--- config.mk ---
export PLATFORM = sky130hd
export DESIGN_NAME = uart_tx
export DESIGN_NICKNAME = d
export VERILOG_FILES = /design/src/rtl/uart_tx.sv
export SDC_FILE = /design/constraint.sdc
export NUM_CORES = 1
export LEC_CHECK = 0
export CORE_MARGIN = 2
export CORE_UTILIZATION = 45
export DETAILED_ROUTE_END_ITERATION = 10
export PLACE_DENSITY_LB_ADDON = 0.1
export SYNTH_ARGS = -nofsm -noshare
export SYNTH_HDL_FRONTEND = slang
export SYNTH_SLANG_ARGS = --single-unit
--- constraint.sdc ---
create_clock -name clk -period 1.95 [get_ports clk]
set_input_delay 0.39 -clock clk [delete_from_list [all_inputs] [get_ports clk]]
set_output_delay 0.39 -clock clk [all_outputs]
set_load 0.05 [all_outputs]
--- src/rtl/uart_tx.sv ---
// UART transmitter: one DLEN-bit word per valid/ready handshake, sent as
// start bit, DLEN data bits LSB first, then STOP_BITS stop bits on o_txs.
module uart_tx #(
    parameter int unsigned BAUD      = 25000000,
    parameter int unsigned CLKF      = 100000000,
    parameter int unsigned DLEN      = 8,
    parameter int unsigned STOP_BITS = 1
) (
    input  logic            clk,
    input  logic            rst,
    input  logic            i_tvalid,
    output logic            o_tready,
    input  logic [DLEN-1:0] i_tdata,
    output logic            o_txs,
    output logic            o_busy
);

    localparam int unsigned T      = CLKF / BAUD;
    localparam int unsigned BAUD_W = (T > 1) ? $clog2(T) : 1;
    localparam int unsigned BIT_W  = $clog2(DLEN + 1);

    typedef enum logic [1:0] {
        S_IDLE  = 2'd0,
        S_START = 2'd1,
        S_DATA  = 2'd2,
        S_STOP  = 2'd3
    } state_e;

    state_e            state_q, state_d;
    logic [DLEN-1:0]   shreg_q, shreg_d;
    logic [BAUD_W-1:0] baud_q, baud_d;
    logic [BIT_W-1:0]  bit_q, bit_d;
    logic              txs_q, txs_d;
    logic              tready_q, tready_d;
    logic              busy_q, busy_d;
    logic              baud_wrap;

    // State, datapath and registered outputs
    always_ff @(posedge clk or posedge rst) begin
        if (rst) begin
            state_q  <= S_IDLE;
            shreg_q  <= '0;
            baud_q   <= '0;
            bit_q    <= '0;
            txs_q    <= 1'b1;
            tready_q <= 1'b0;
            busy_q   <= 1'b0;
        end else begin
            state_q  <= state_d;
            shreg_q  <= shreg_d;
            baud_q   <= baud_d;
            bit_q    <= bit_d;
            txs_q    <= txs_d;
            tready_q <= tready_d;
            busy_q   <= busy_d;
        end
    end

    assign baud_wrap = (baud_q == BAUD_W'(T - 1));

    // Next state; outputs are derived from the next state so they register with it
    always_comb begin
        state_d = state_q;
        shreg_d = shreg_q;
        baud_d  = baud_wrap ? '0 : baud_q + BAUD_W'(1);
        bit_d   = bit_q;

        case (state_q)
            S_IDLE: begin
                baud_d = '0;
                bit_d  = '0;
                if (i_tvalid && tready_q) begin
                    shreg_d = i_tdata;
                    state_d = S_START;
                end
            end
            S_START: begin
                if (baud_wrap) begin
                    state_d = S_DATA;
                    bit_d   = '0;
                end
            end
            S_DATA: begin
                if (baud_wrap) begin
                    shreg_d = {1'b0, shreg_q[DLEN-1:1]};
                    if (bit_q == BIT_W'(DLEN - 1)) begin
                        state_d = S_STOP;
                        bit_d   = '0;
                    end else begin
                        bit_d = bit_q + BIT_W'(1);
                    end
                end
            end
            S_STOP: begin
                if (baud_wrap) begin
                    if (bit_q == BIT_W'(STOP_BITS - 1)) begin
                        state_d = S_IDLE;
                        bit_d   = '0;
                    end else begin
                        bit_d = bit_q + BIT_W'(1);
                    end
                end
            end
            default: begin
                state_d = S_IDLE;
                baud_d  = '0;
                bit_d   = '0;
            end
        endcase

        case (state_d)
            S_START: txs_d = 1'b0;
            S_DATA:  txs_d = shreg_d[0];
            default: txs_d = 1'b1;
        endcase
        tready_d = (state_d == S_IDLE);
        busy_d   = (state_d != S_IDLE);
    end

    assign o_txs    = txs_q;
    assign o_tready = tready_q;
    assign o_busy   = busy_q;

endmodule

Word level (Yosys, flattened, before mapping)

Index checks and enable logic that the tools add are counted.

Output and inout bits: 3
Bits in registers: 19

Multiplexer cells: 19
Add/sub/neg operators: 2
Equal/unequal tests: 11
Reduce and logical (&&, ||, !) cells: 8

Operators by type and width:

| cell                                                            | number |
|---|---|
| 4-bit 2-to-1 mux                                                | 5 |
| 2-bit 2-to-1 mux                                                | 8 |
| 8-bit 2-to-1 mux                                                | 2 |
| 4-bit one-hot mux with 4 select lines                           | 1 |
| 8-bit one-hot mux with 2 select lines                           | 1 |
| 2-bit == test, second input constant                            | 4 |
| 2-bit inequality test, second input constant                    | 4 |
| 2-bit one-hot mux with 4 select lines                           | 1 |
| 3-bit AND reduction                                             | 2 |
| 4-bit by 1-bit adder with 4-bit output, second input constant   | 1 |
| 2-bit by 1-bit == test with 1-bit output, second input constant | 2 |
| 4-bit by 3-bit == test with 1-bit output, second input constant | 1 |
| 2-bit zero test                                                 | 2 |
| 4-bit zero test                                                 | 1 |
| 2-bit nonzero test                                              | 2 |
| 2-bit by 1-bit adder with 2-bit output, second input constant   | 1 |
| 1-bit one-hot mux with 2 select lines                           | 1 |
| 1-bit logical AND                                               | 1 |

Logic depth before layout (Yosys ltp)

Gate-level depths: netlist of run 1.

Depth in word-level cells: 6
Depth in mapped cells: 7
Gate-level depth less buffers: 7

Worst setup path before layout of run 1

OpenSTA, ideal clock, no wires.

Kind: register -> register
Start point: register tready_q (netlist: o_tready)
End point: register shreg_q[7]
Cell stages (with the launch flop): 5
Buffers on the path: 1
Clock period less this slack: 1566 ps
Data required time: 1829 ps
Slack: 384 ps
Library setup time: 121 ps
Data arrival time: 1445 ps
Cell sequence: dfrtp_1 nor4bb_1 buf_2 nor2_1 a22o_1

Longest elaborated chain between the ends: 3

Ends and longest elaborated chain:

| item                                   | line | source |
|---|---|---|
| from (decl)                            | 34   | `logic tready_q, tready_d;` |
| from (signal assigned)                 | 54   | `tready_q <= tready_d;` |
| 1-bit logical AND                      | 72   | `if (i_tvalid && tready_q) begin` |
| 2-bit inequality test (no source line) | n/a  |  |
| 3-bit AND reduction (no source line)   | n/a  |  |
| to (signal assigned)                   | 50   | `shreg_q <= shreg_d;` |
| to (decl)                              | 30   | `logic [DLEN-1:0] shreg_q, shreg_d;` |

Every way passes these cells.
A chain may end at the register's enable or synchronous reset.

Final worst setup path of run 1

Start point: register tready_q (netlist: o_tready)
End point: output port o_tready

RTL lines:

| item      | line | source |
|---|---|---|
| to (decl) | 12   | `output logic o_tready,` |

No word-level cell between the ends.

==> results.md, run 1 <==
* CP Launch Point: o_tready
* Met1 Resource Use GR at 21.7%
* Setup CP Type: flop to output port
* H-tree depth at 1
* Via count at 716
* Data arrival, critical path at 1.48 ns
* Slowest-stage cell, CP: clkdlybuf4s50_1
* Crit Path Max Fanout at 3
* CTS Root Cell: clkbuf_4
* Pleak at 0.528 nW
* Post-CTS Setup Bufs at 0
* Fin area at 0.00113 mm²
* CTS tree: yes
* Post-synth EDFFs at 0
* Final clock skew at 0.00251 ns
* Routed vias/inst at 5.26
* First-pass GRT wire length at 3100 µm
* Yosys warning total at 0
* Total gr overflow at 0
* WL per Instance at 12.3 µm
* Synth Register Bits at 19
* Syn Std Cell Area at 932 µm²
* # IOs at 14
* GRT busiest layer: met2
* Max frequency at 534 MHz
* Fin. Hold Viols at 0
* Core box area at 0.00196 mm²
* Pins Over Slew Limit at 0
* RSZ-0062 raised after global routing: no
* # rows at 16
* Critical Path Sink Type: output port
* Drt first-iter violations at 9
* Max cap viols at 0
* CTS Buffer Depth at 2
* Dpl hpwl at 1260 µm
* Clock network latency to the later pin of the worst-skew pair at 0.29 ns
* Clk slew on worst S/H paths at 0.11 ns
* Reg-to-reg critical path startpoint: bit_q[0]
* Drt pass-1 iters at 4
* Reg2Reg Depth at 6
* Grt met2 use at 27.0%
* Post-synth ARST share at 100%
* Slew @ Worst Pin at 0.500 ns
* Number of cells produced by synthesis at 93
* Startpoint Class: flop
* Status: complete, no violations
* Syn nets at 107
* Setup TNS at 0 ns
* PwrDens at 1430 mW/mm²
* Commonest cells after routing, fill and taps aside: dfrtp_1 (18), nand2_1 (16), clkdlybuf4s50_1 (12)
* CP peak stage delay at 0.81 ns
* Ys flop type: dfrtp_1
* WP data required at 1.56 ns
* Ratio of cells with drive above 1 in the final layout at 14.7%
* Final Critical Period at 1.87 ns
* Die X at 49.5 µm
* Hold slack at 0.397 ns
* Pin count of the biggest net entering global routing at 20
* Die Span Y at 49.5 µm
* Initial antenna violation count at 0
* Nets at 124
* Post-route DRC at 0
* Hold Crit Class: input port to async pin
* RePlAce Congestion at 0.783
* Crit path depth at 1
* Worst path cell trace: clkdlybuf4s50_1
* Register area share after synthesis at 51.1%
* Routed Antenna Nets at 0
* CTS resizes at 0
* Crit share post-route at 96.1%
* Slew HR at 66.5%
* Initial Utilization at 47.5%
* Worst VDD drop at 0.605 mV
* Reg2reg end: o_txs
* Number of port buffers at 13
* Reg2Reg Setup Slack at 0.29 ns
* FILL cells at 188
* Top Family by Delay on Critical Path: buffers and inverters
* Vias in the first global route at 722
* CTS Sinks at 19
* Ant diodes at 0
* Overall global routing resource usage at 16.2%
* Layout area overhead at 20.9%
* DIE AREA at 0.00245 mm²
* Setup violations, final at 0
* Buf+Inv Stages, Crit Path at 1
* Routed WL at 1680 µm
* Cell Area, Placed at 0.00110 mm²
* Avg Inst Size Synth at 10.0 µm²
* Worst setup path endpoint: o_tready
* Synth cell types at 36
* Met3 Use GR at 2.12%
* Num CTS Buffers at 3
* Commonest non-fill, non-tap cell in the layout: dfrtp_1
* CTS Hold Bufs at 0
[registers in the layout, summed over array words and instances, names as in the netlist]
signal and flops:
o_busy 1, state_q 2, baud_q 2, o_tready 1, bit_q 4, o_txs 1
shreg_q 8
[worst min-delay path by stage]
stage | from | to | slack [ns] | cells past startpoint
after floorplan | rst | baud_q[0] | 0.34 | 1
after global placement | baud_q[0] | baud_q[0] | 0.43 | 1
after detailed placement | baud_q[0] | baud_q[0] | 0.44 | 1
after CTS | rst | baud_q[0] | 0.40 | 3
after global routing | rst | bit_q[0] | 0.40 | 3
final | rst | baud_q[0] | 0.40 | 3
[power breakdown]
group	leakage, nW	switching [W]	internal (W)	total [W]
registers	0.237	0.000129	0.000560	0.000689
logic	0.275	0.000409	0.000319	0.000728
clock network	0.0150	0.000117	0.0000794	0.000196
total	0.528	0.000655	0.000958	0.00161
[stage by stage]
step	util (%)	setup slack [ns]	cells	power [W]
floorplan	-	0.384	93	0.00124
global placement	56.1	0.227	132	0.00142
detailed placement	56.1	0.210	132	0.00143
CTS	57.5	0.0519	136	0.00163
global route	57.5	0.0338	136	0.00176
finish	57.5	0.0758	136	0.00161
[synthesized netlist by cell type, types with 2 or more instances]
| master | n | area, µm² |
|---|---|---|
| dfrtp_1 | 18 | 450 |
| nand2_1 | 16 | 60.1 |
| a22oi_1 | 7 | 52.6 |
| inv_1 | 4 | 15.0 |
| nor2_1 | 4 | 15.0 |
| buf_2 | 3 | 15.0 |
| ha_1 | 3 | 37.5 |
| o21ai_0 | 3 | 15.0 |
| o21ai_1 | 3 | 15.0 |
| a21oi_1 | 2 | 10.0 |
| clkbuf_1 | 2 | 7.51 |
| nor2b_1 | 2 | 12.5 |
| nor3_1 | 2 | 10.0 |
| o21bai_1 | 2 | 15.0 |
[final cells by class]
class                   instances  area [µm²]  area share [%]
inverters                       5        18.8            1.66
flip-flops and latches         19         477            42.3
multi-input cells              64         414            36.7
repair buffers                 17         158            14.0
well taps                      27        33.8            3.00
clock buffers                   4        26.3            2.33
[routing by layer]
| layer | share of wire (%) | vias up | routed length [µm] |
|---|---|---|---|
| met2 | 45 | 22 | 761 |
| li1 | - | 361 | - |
| met3 | 6.5 | 2 | 109 |
| met1 | 47 | 331 | 791 |
| met5 | 0 | - | 0 |
| met4 | 0.83 | 0 | 14 |
[logic make-up after synthesis]
family / Yosys count / share of synthesized area [%]
AO/OA/AOI/OAI: 26 / 19.7
adder cells (fa/ha/maj): 3 / 4.03
buffers and inverters: 10 / 4.43
flip-flops: 19 / 51.1
multiplexers: 1 / 1.07
AND/OR/NAND/NOR: 34 / 19.6
No activity file was read; power rests on OpenSTA's default activity.
==> run 2: changes to the inputs <==
--- a/config.mk
+++ b/config.mk
@@ -9,6 +9,7 @@
 export CORE_UTILIZATION = 45
 export DETAILED_ROUTE_END_ITERATION = 10
 export PLACE_DENSITY_LB_ADDON = 0.1
+export SKIP_CTS_REPAIR_TIMING = 1
 export SYNTH_ARGS = -nofsm -noshare
 export SYNTH_HDL_FRONTEND = slang
 export SYNTH_SLANG_ARGS = --single-unit
==> results of run 2 <==
Final layout, timing and power as in run 1 (identical DEF).
==> run 3: changes to the inputs <==
--- a/config.mk
+++ b/config.mk
@@ -5,8 +5,10 @@
 export SDC_FILE = /design/constraint.sdc
 export NUM_CORES = 1
 export LEC_CHECK = 0
+export CELL_PAD_IN_SITES_DETAIL_PLACEMENT = 0
+export CELL_PAD_IN_SITES_GLOBAL_PLACEMENT = 2
 export CORE_MARGIN = 2
-export CORE_UTILIZATION = 45
+export CORE_UTILIZATION = 32
 export DETAILED_ROUTE_END_ITERATION = 10
 export PLACE_DENSITY_LB_ADDON = 0.1
 export SKIP_CTS_REPAIR_TIMING = 1
==> results.md, run 3 (synthesis gave the netlist of run 1 again) <==
* Status: complete, no violations
* FILL cells at 288 (+53%)
* Die X at 58.0 µm (+17%)
* CTS Sinks at 19 (unchanged)
* First-pass GRT wire length at 3280 µm (+5.8%)
* Post-route DRC at 0 (unchanged)
* Layout area overhead at 20.7%
* Worst VDD drop at 0.838 mV (+39%)
* Crit Path Max Fanout at 3 (unchanged)
* Cell Area, Placed at 0.00110 mm² (-0.23%)
* PwrDens at 1430 mW/mm² (about the same)
* # rows at 19 (+3)
* # IOs at 14 (unchanged)
* Switching part of the total at 41.2% (+0.63 points)
* Final Critical Period at 1.87 ns (-0.00514 ns)
* Routed vias/inst at 5.18 (-1.6%)
* RePlAce Congestion at 0.727 (-7.2%)
* H-tree depth at 1 (unchanged)
* Pins Over Slew Limit at 0 (unchanged)
* Met2 wire length at 842 µm (+11%)
* Clk slew on worst S/H paths at 0.11 ns (about the same)
* Nets at 123 (-0.81%)
* Setup violations, final at 0 (unchanged)
* WL per Instance at 13.6 µm (+10%)
* Post-layout total power at 0.00161 W (-0.21%)
* Pleak at 0.523 nW (-0.92%)
* Slew HR at 67.0% (+0.49 points)
* Highest routed layer: met4
* Overall global routing resource usage at 12.9% (-3.3 points)
* Commonest non-fill, non-tap cell in the layout: dfrtp_1
* Hold Crit Class: input port to async pin
* Routed wl met3 at 77 µm (-29%)
* Slowest-stage cell, CP: clkdlybuf4s50_1
* Cell-internal power at 0.000946 W (-1.3%)
* Pin count of the biggest net entering global routing at 20 (unchanged)
* Fin area at 0.00112 mm² (-0.22%)
* Drt first-iter violations at 24 (+15)
* Startpoint Class: flop
* CP peak stage delay at 0.80 ns (about the same)
* RSZ-0062 raised after global routing: no
* Setup TNS at 0 ns (unchanged)
* CTS Root Cell: clkbuf_4
* Num CTS Buffers at 3 (unchanged)
* Commonest cells after routing, fill and taps aside: dfrtp_1 (18), nand2_1 (16), clkdlybuf4s50_1 (12)
* Seq pwr share at 43.2% (+0.5 points)
* Via count at 720 (+0.56%)
* CTS Buffer Depth at 2 (unchanged)
* Routed WL at 1890 µm (+13%)
* Switching pwr at 0.000663 W (+1.3%)
* Number of port buffers at 13 (unchanged)
* Core box area at 0.00276 mm² (+41%)
* Crit share post-route at 95.8% (-0.26 points)
* Biggest regs: shreg_q (8), bit_q (4)
* DIE AREA at 0.00336 mm² (+37%)
* Routed Antenna Nets at 0 (unchanged)
* Ratio of cells with drive above 1 in the final layout at 13.9% (-0.79 points)
* Die Span Y at 58.0 µm (+17%)
* Final clock skew at 0.00476 ns (+0.00225 ns)
* Critical Path Sink Type: output port
* Slew @ Worst Pin at 0.493 ns (-0.00727 ns)
* Worst path cell trace: clkdlybuf4s50_1
* Fin. Hold Viols at 0 (unchanged)
* Max FFs per register at 8 (unchanged)
* Buf+Inv Stages, Crit Path at 1 (unchanged)
* Clk pwr share at 12.5% (+0.3 points)
* WP data required at 1.56 ns (about the same)
* Top Family by Delay on Critical Path: buffers and inverters
* Initial Utilization at 33.8% (-14 points)
* Max cap viols at 0 (unchanged)
* Vias in the first global route at 721 (-0.14%)
* Initial antenna violation count at 0 (unchanged)
* Final core occ at 40.8% (-17 points)
* Met1 WL at 937 µm (+18%)
* Clock network latency to the later pin of the worst-skew pair at 0.30 ns (about the same)
* Biggest register: shreg_q
* Max frequency at 535 MHz (+0.27%)
* Data arrival, critical path at 1.48 ns (about the same)
* Combinational fraction of design power at 44.4% (-0.7 points)
* Drt pass-1 iters at 4 (unchanged)
* CTS tree: yes
* Setup CP Type: flop to output port
* Dpl hpwl at 1290 µm (+2.0%)
* Ant diodes at 0 (unchanged)
* Total gr overflow at 0 (unchanged)
## run 3: tightest hold or removal path, delay by kind of cell
family / cells / cell delay, ns
buf+inv: 3 / 0.70
## run 3: stage by stage
stage	worst slack, ns	std cells	hold slack (ns)
2_1_floorplan	0.384	93	0.340
3_3_place_gp	0.186	135	0.425
3_5_place_dp	0.186	135	0.430
4_1_cts	0.0571	139	0.403
5_1_grt	0.00577	139	0.417
6_report	0.0810	139	0.404
## run 3: layer usage
metal / vias up / global-route usage (%)
met2: 13 / 19.5
met3: 5 / 2.90
met5: - / 0
met4: 0 / 5.98
li1: 358 / -
met1: 344 / 17.6
## run 3: power groups by stage
stage	clock, W	combinational, W	sequential, W
floorplan	0	0.000519	0.000717
global placement	0	0.000719	0.000707
detailed placement	0	0.000719	0.000706
CTS	0.000213	0.000724	0.000696
global route	0.000233	0.000814	0.000721
finish	0.000201	0.000714	0.000695
## run 3: area by class of cell
type / instances / area (µm²) / share of cell area (%)
sequential: 19 / 477 / 42.4
inverter: 5 / 18.8 / 1.67
timing repair buffer: 16 / 150 / 13.3
multi-input combinational: 64 / 414 / 36.8
tap: 31 / 38.8 / 3.45
clock buffer: 4 / 26.3 / 2.34
## run 3: worst paths after layout
kind | end | slack, ns | startpoint | depth (start not counted)
setup / recovery | o_tready | 0.08 | o_tready | 1
hold / removal | state_q[0] | 0.40 | rst | 3
setup reg to reg | o_txs | 0.24 | bit_q[0] | 6
hold reg to reg | baud_q[0] | 0.44 | baud_q[0] | 1
max in group asynchronous | o_txs | 1.28 | rst | 3
min in group clk | baud_q[0] | 0.44 | baud_q[0] | 1
==> variant 1: new RTL, flow settings as in run 3 <==
Re-encode `state_e` (4 states) as Gray code, 2 bits wide.
--- a/src/rtl/uart_tx.sv
+++ b/src/rtl/uart_tx.sv
@@ -20,10 +20,10 @@
     localparam int unsigned BIT_W  = $clog2(DLEN + 1);
 
     typedef enum logic [1:0] {
-        S_IDLE  = 2'd0,
-        S_START = 2'd1,
-        S_DATA  = 2'd2,
-        S_STOP  = 2'd3
+        S_IDLE  = 2'b00,
+        S_START = 2'b01,
+        S_DATA  = 2'b11,
+        S_STOP  = 2'b10
     } state_e;
 
     state_e            state_q, state_d;
Function: no difference found for any inputs over 10 cycles, from zero or initial values and one cycle with rst high; not proved beyond that.
==> variant 1 against run 3 <==
First-iteration DRC count is 13% lower. Power grew 6.1%. Sequential share of layout area fell by 4.8 points. Cell area increased by 13%. Global-route usage rose by 0.24 points. Count of clock-buffer cells in the layout shrank 1. Largest power group unchanged. Sequential cell count stayed put. Synthesized area grew 12%. Wire length rose by 13%. Worst setup slack gained 0.047 ns. Clock power grew 2%. Critical path depth is the same.
==> variant 1: results (changes against run 3) <==
- The HPWL after detailed placement is 1.57 mm (+22%).
* Routed Wire Length: 2.13 mm (+13%)
- Commonest cells in the netlist: 18 x dfrtp_1, 12 x a22o_1, 7 x ha_1, 7 x o21ai_0
* Cell Area, Placed: 1240 um^2 (+13%)
* Mux contribution to synthesized area: 0% (-1.1 points)
- Internal reg-to-reg setup slack: 0.15 ns (-0.09 ns)
* Avg Vias per Cell: 4.82 (-7.0%)
- The fraction of layout instances using a drive strength above 1 came to 14.8% (+0.89 points).
- The maximum number of pins on one net before global-route repair is 20 (unchanged).
* Leakage Power: 0.605 nW (+16%)
* Reg-to-reg critical path startpoint: state_q[0]$_DFF_PP0_
- The iteration count of the initial detailed-routing pass is 3 (-1).
- RD Place Congestion: 0.700 (-3.8%)
* Number of antenna violations at the first check in global routing: 0 (unchanged)
* Setup skew after layout: 0.00302 ns (-0.00173 ns)
- The worst slew margin relative to its limit was 66.3% (-0.69 points).
* Fill cell count: 327 (+14%)
- The wire length on met3 was 51 um (-34%).
- The antenna cell count was 0 (unchanged).
* Shortest clock period the worst path allows after layout: 1.82 ns (-0.0468 ns)
- Crit-path max FO: 1 (-2)
- The number of buffers created by CTS is 3 (unchanged).
* Input/output buffers: 13 (unchanged)
- Max IR drop VDD: 0.349 mV (-58%)
- The post-synthesis compound-gate area fraction was 24.8% (+5.1 points).
- The worst slack at placement is 0.0673 ns (-0.118 ns).
* Timing endpoint of the critical path: o_busy
- First DRT Iteration DRCs: 21 (-13%)
- Result of the run: completed
- Ranked by total cell area, the synthesized netlist is headed by dfrtp_1 43%, a22o_1 10%, ha_1 8.4%.
- The number of nets in the layout came to 134 (+8.9%).
* RR Endpoint: shreg_q[4]$_DFFE_PP0P_
- The combinational cell fraction of total power came to 54.0% (+9.6 points).
- Hold Slack: 0.399 ns (-0.00582 ns)
- Number of distinct library cell variants in the gate-level netlist after synthesis: 37 (+2.8%)
- Maximum capacitance violations: 0 (unchanged)
- Crit path launch: o_busy$_DFF_PP0_
- The internal power is 0.000987 W (+4.3%).
- The amount of wire on met2 after detailed routing is 971 um (+15%).
* Power in the clock group: 0.000205 W (+2%)
- The number of instances in the synthesized netlist came to 96 (+3.2%).
- The net count of the mapped netlist came to 114 (+6.5%).
- On the worst path, the slowest cell contributes a delay of 0.79 ns.
- Global-route wire length before repair: 3.56 mm (+8.6%)
* Detailed-routing wirelength on met1: 1.08 mm (+16%)
* Via total after detailed routing: 766 (+6.4%)
* Clock Power Share: 12.0% (-0.5 points)
- The synthesized-area fraction occupied by adder cells came to 8.39% (+4.4 points).
- Total Routing Usage GR: 13.1% (+0.24 points)
- Portion of the post-synthesis area used by sequential elements: 45.7% (-5.5 points)
* Via count of the first global-routing pass: 782 (+8.5%)
## variant 1: changes by cell type after synthesis, moves of 2 or more
cell             run 3  this run
a22o_1               1        12
nand2_1             16         5
a22oi_1              7         1
ha_1                 3         7
o21ai_0              3         7
buf_6                0         2
clkbuf_1             2         0
o21ai_1              3         1
## variant 1: metal layers
layer / global-route usage, % / vias to the layer above
met5: 0 / -
met4: 5.59 / 0
met3: 2.52 / 2
met2: 21.3 / 10
met1: 17.1 / 364
li1: - / 390
## variant 1: final cells by class
| type | count | area (um^2) | share of cell area (%) |
|---|---|---|---|
| multi-input combinational | 68 | 515 | 40.6 |
| clock buffer | 3 | 22.5 | 1.78 |
| clock inverter | 1 | 5.00 | 0.394 |
| sequential | 19 | 477 | 37.6 |
| inverter | 5 | 18.8 | 1.48 |
| tap | 44 | 55.1 | 4.34 |
| timing repair buffer | 19 | 175 | 13.8 |
==> variant 2: new RTL, config.mk and constraints of run 3 <==
Without the edit above. Change the parameter `BAUD` from 25000000 to 12500000.
--- a/src/rtl/uart_tx.sv
+++ b/src/rtl/uart_tx.sv
@@ -1,7 +1,7 @@
 // UART transmitter: one DLEN-bit word per valid/ready handshake, sent as
 // start bit, DLEN data bits LSB first, then STOP_BITS stop bits on o_txs.
 module uart_tx #(
-    parameter int unsigned BAUD      = 25000000,
+    parameter int unsigned BAUD      = 12500000,
     parameter int unsigned CLKF      = 100000000,
     parameter int unsigned DLEN      = 8,
     parameter int unsigned STOP_BITS = 1
Check against the original RTL: not equivalent (a bounded check fails within 10 cycles, from zero or initial values and one cycle with rst high).
==> variant 2 against run 3 <==
Cell count increased by 7.2%. Non-clock buffer count increased by 1. Largest power group is now registers. Global-route usage shrank 0.40 points. Worst setup slack better by 0.016 ns. Wire length up 1.4%. Synthesized area increased by 9.0%. Cell area rose by 9.7%. Power decreased by 1.7%. Synthesized cell count down 5.4%. Via count decreased by 4.7%. Hold slack lost 0.086 ns. Sequential cell count grew 1.
==> variant 2: results (changes against run 3) <==
- The run finished with clean final reports.
- The part of the Yosys area used for sequential elements was 49.4% (-1.8 points).
- The HPWL after detailed placement came to 1.46 mm (+14%).
- Total Routing Usage GR: 12.5% (-0.40 points)
* Avg Vias per Cell: 4.60 (-11%)
- The largest registers in the layout are shreg_q x8, bit_q x4, baud_q x3.
* Reg power frac: 40.2% (-3.0 points)
- The net count of the mapped netlist came to 103 (-3.7%).
- Post-Synthesis Cells: 88 (-5.4%)
* Tightest Pin Transition: 0.497 ns (+0.00410 ns)
- Routed Wire Length: 1.92 mm (+1.4%)
- The met1 layer usage reported by global route is 16.6% (-1.0 points).
- The number of DRC markers in iteration 0 came to 14 (-42%).
* Via count of the first global-routing pass: 723 (+0.28%)
- The length of routed wiring on met1 was 928 um (-0.96%).
* Top cells by area, synth: dfrtp_1 47%, a22o_1 6.0%, ha_1 4.9%
- Placed Cells: 145 (+7.4%)
- Met3 WL post-DR: 65 um (-16%)
- Commonest cells in the netlist: 19 x dfrtp_1, 7 x a22o_1, 7 x o21ai_0, 6 x nand2_1, 5 x inv_1
- Slowest cell on crit path: clkdlybuf4s50_1
- Hold Slack: 0.319 ns (-0.0857 ns)
* Cell Area, Placed: 1180 um^2 (+7.5%)
* Ratio of cells with drive above 1 in the final layout: 17.1% (+3.3 points)
- The register-to-register setup slack was 0.22 ns (-0.02 ns).
- Final Instance Area: 1230 um^2 (+9.7%)
- Max IR drop VDD: 0.455 mV (-46%)
- Critical Path AT: 1.46 ns (-0.02 ns)
- Leakage Power: 0.587 nW (+12%)
- The setup skew after layout came to 0.0131 ns (+0.00833 ns).
- RD Place Congestion: 0.704 (-3.1%)
- Met3 Track Usage GR: 2.56% (-0.34 points)
* Reg-to-reg critical path startpoint: baud_q[0]$_DFF_PP0_
- The switching power total is 0.000547 W (-18%).
==> variant 2: stage by stage <==
step	total power, W	worst slack, ns
after floorplan	0.00111	0.245
after global placement	0.00126	0.256
after detailed placement	0.00126	0.220
after CTS	0.00161	0.0735
after global routing	0.00169	0.0126
final	0.00158	0.0966
==> variant 2: layout make-up <==
cell class                      instances  area share [%]
Clock buffer                            3            1.83
Clock inverter                          1            2.43
Tap cell                               44            4.46
Timing Repair Buffer                   17            12.8
Inverter                                5            1.52
Sequential cell                        20            40.7
Multi-Input combinational cell         59            36.3
==> variant 2: logic make-up after synthesis <==
family | count (synthesis) | share of synthesized area [%]
AND/OR/NAND/NOR | 24 | 14.7
multiplexers | 2 | 2.46
flip-flops | 20 | 49.4
adder cells (fa/ha/maj) | 4 | 4.93
buffers and inverters | 9 | 6.53
AO/OA/AOI/OAI | 29 | 22.0
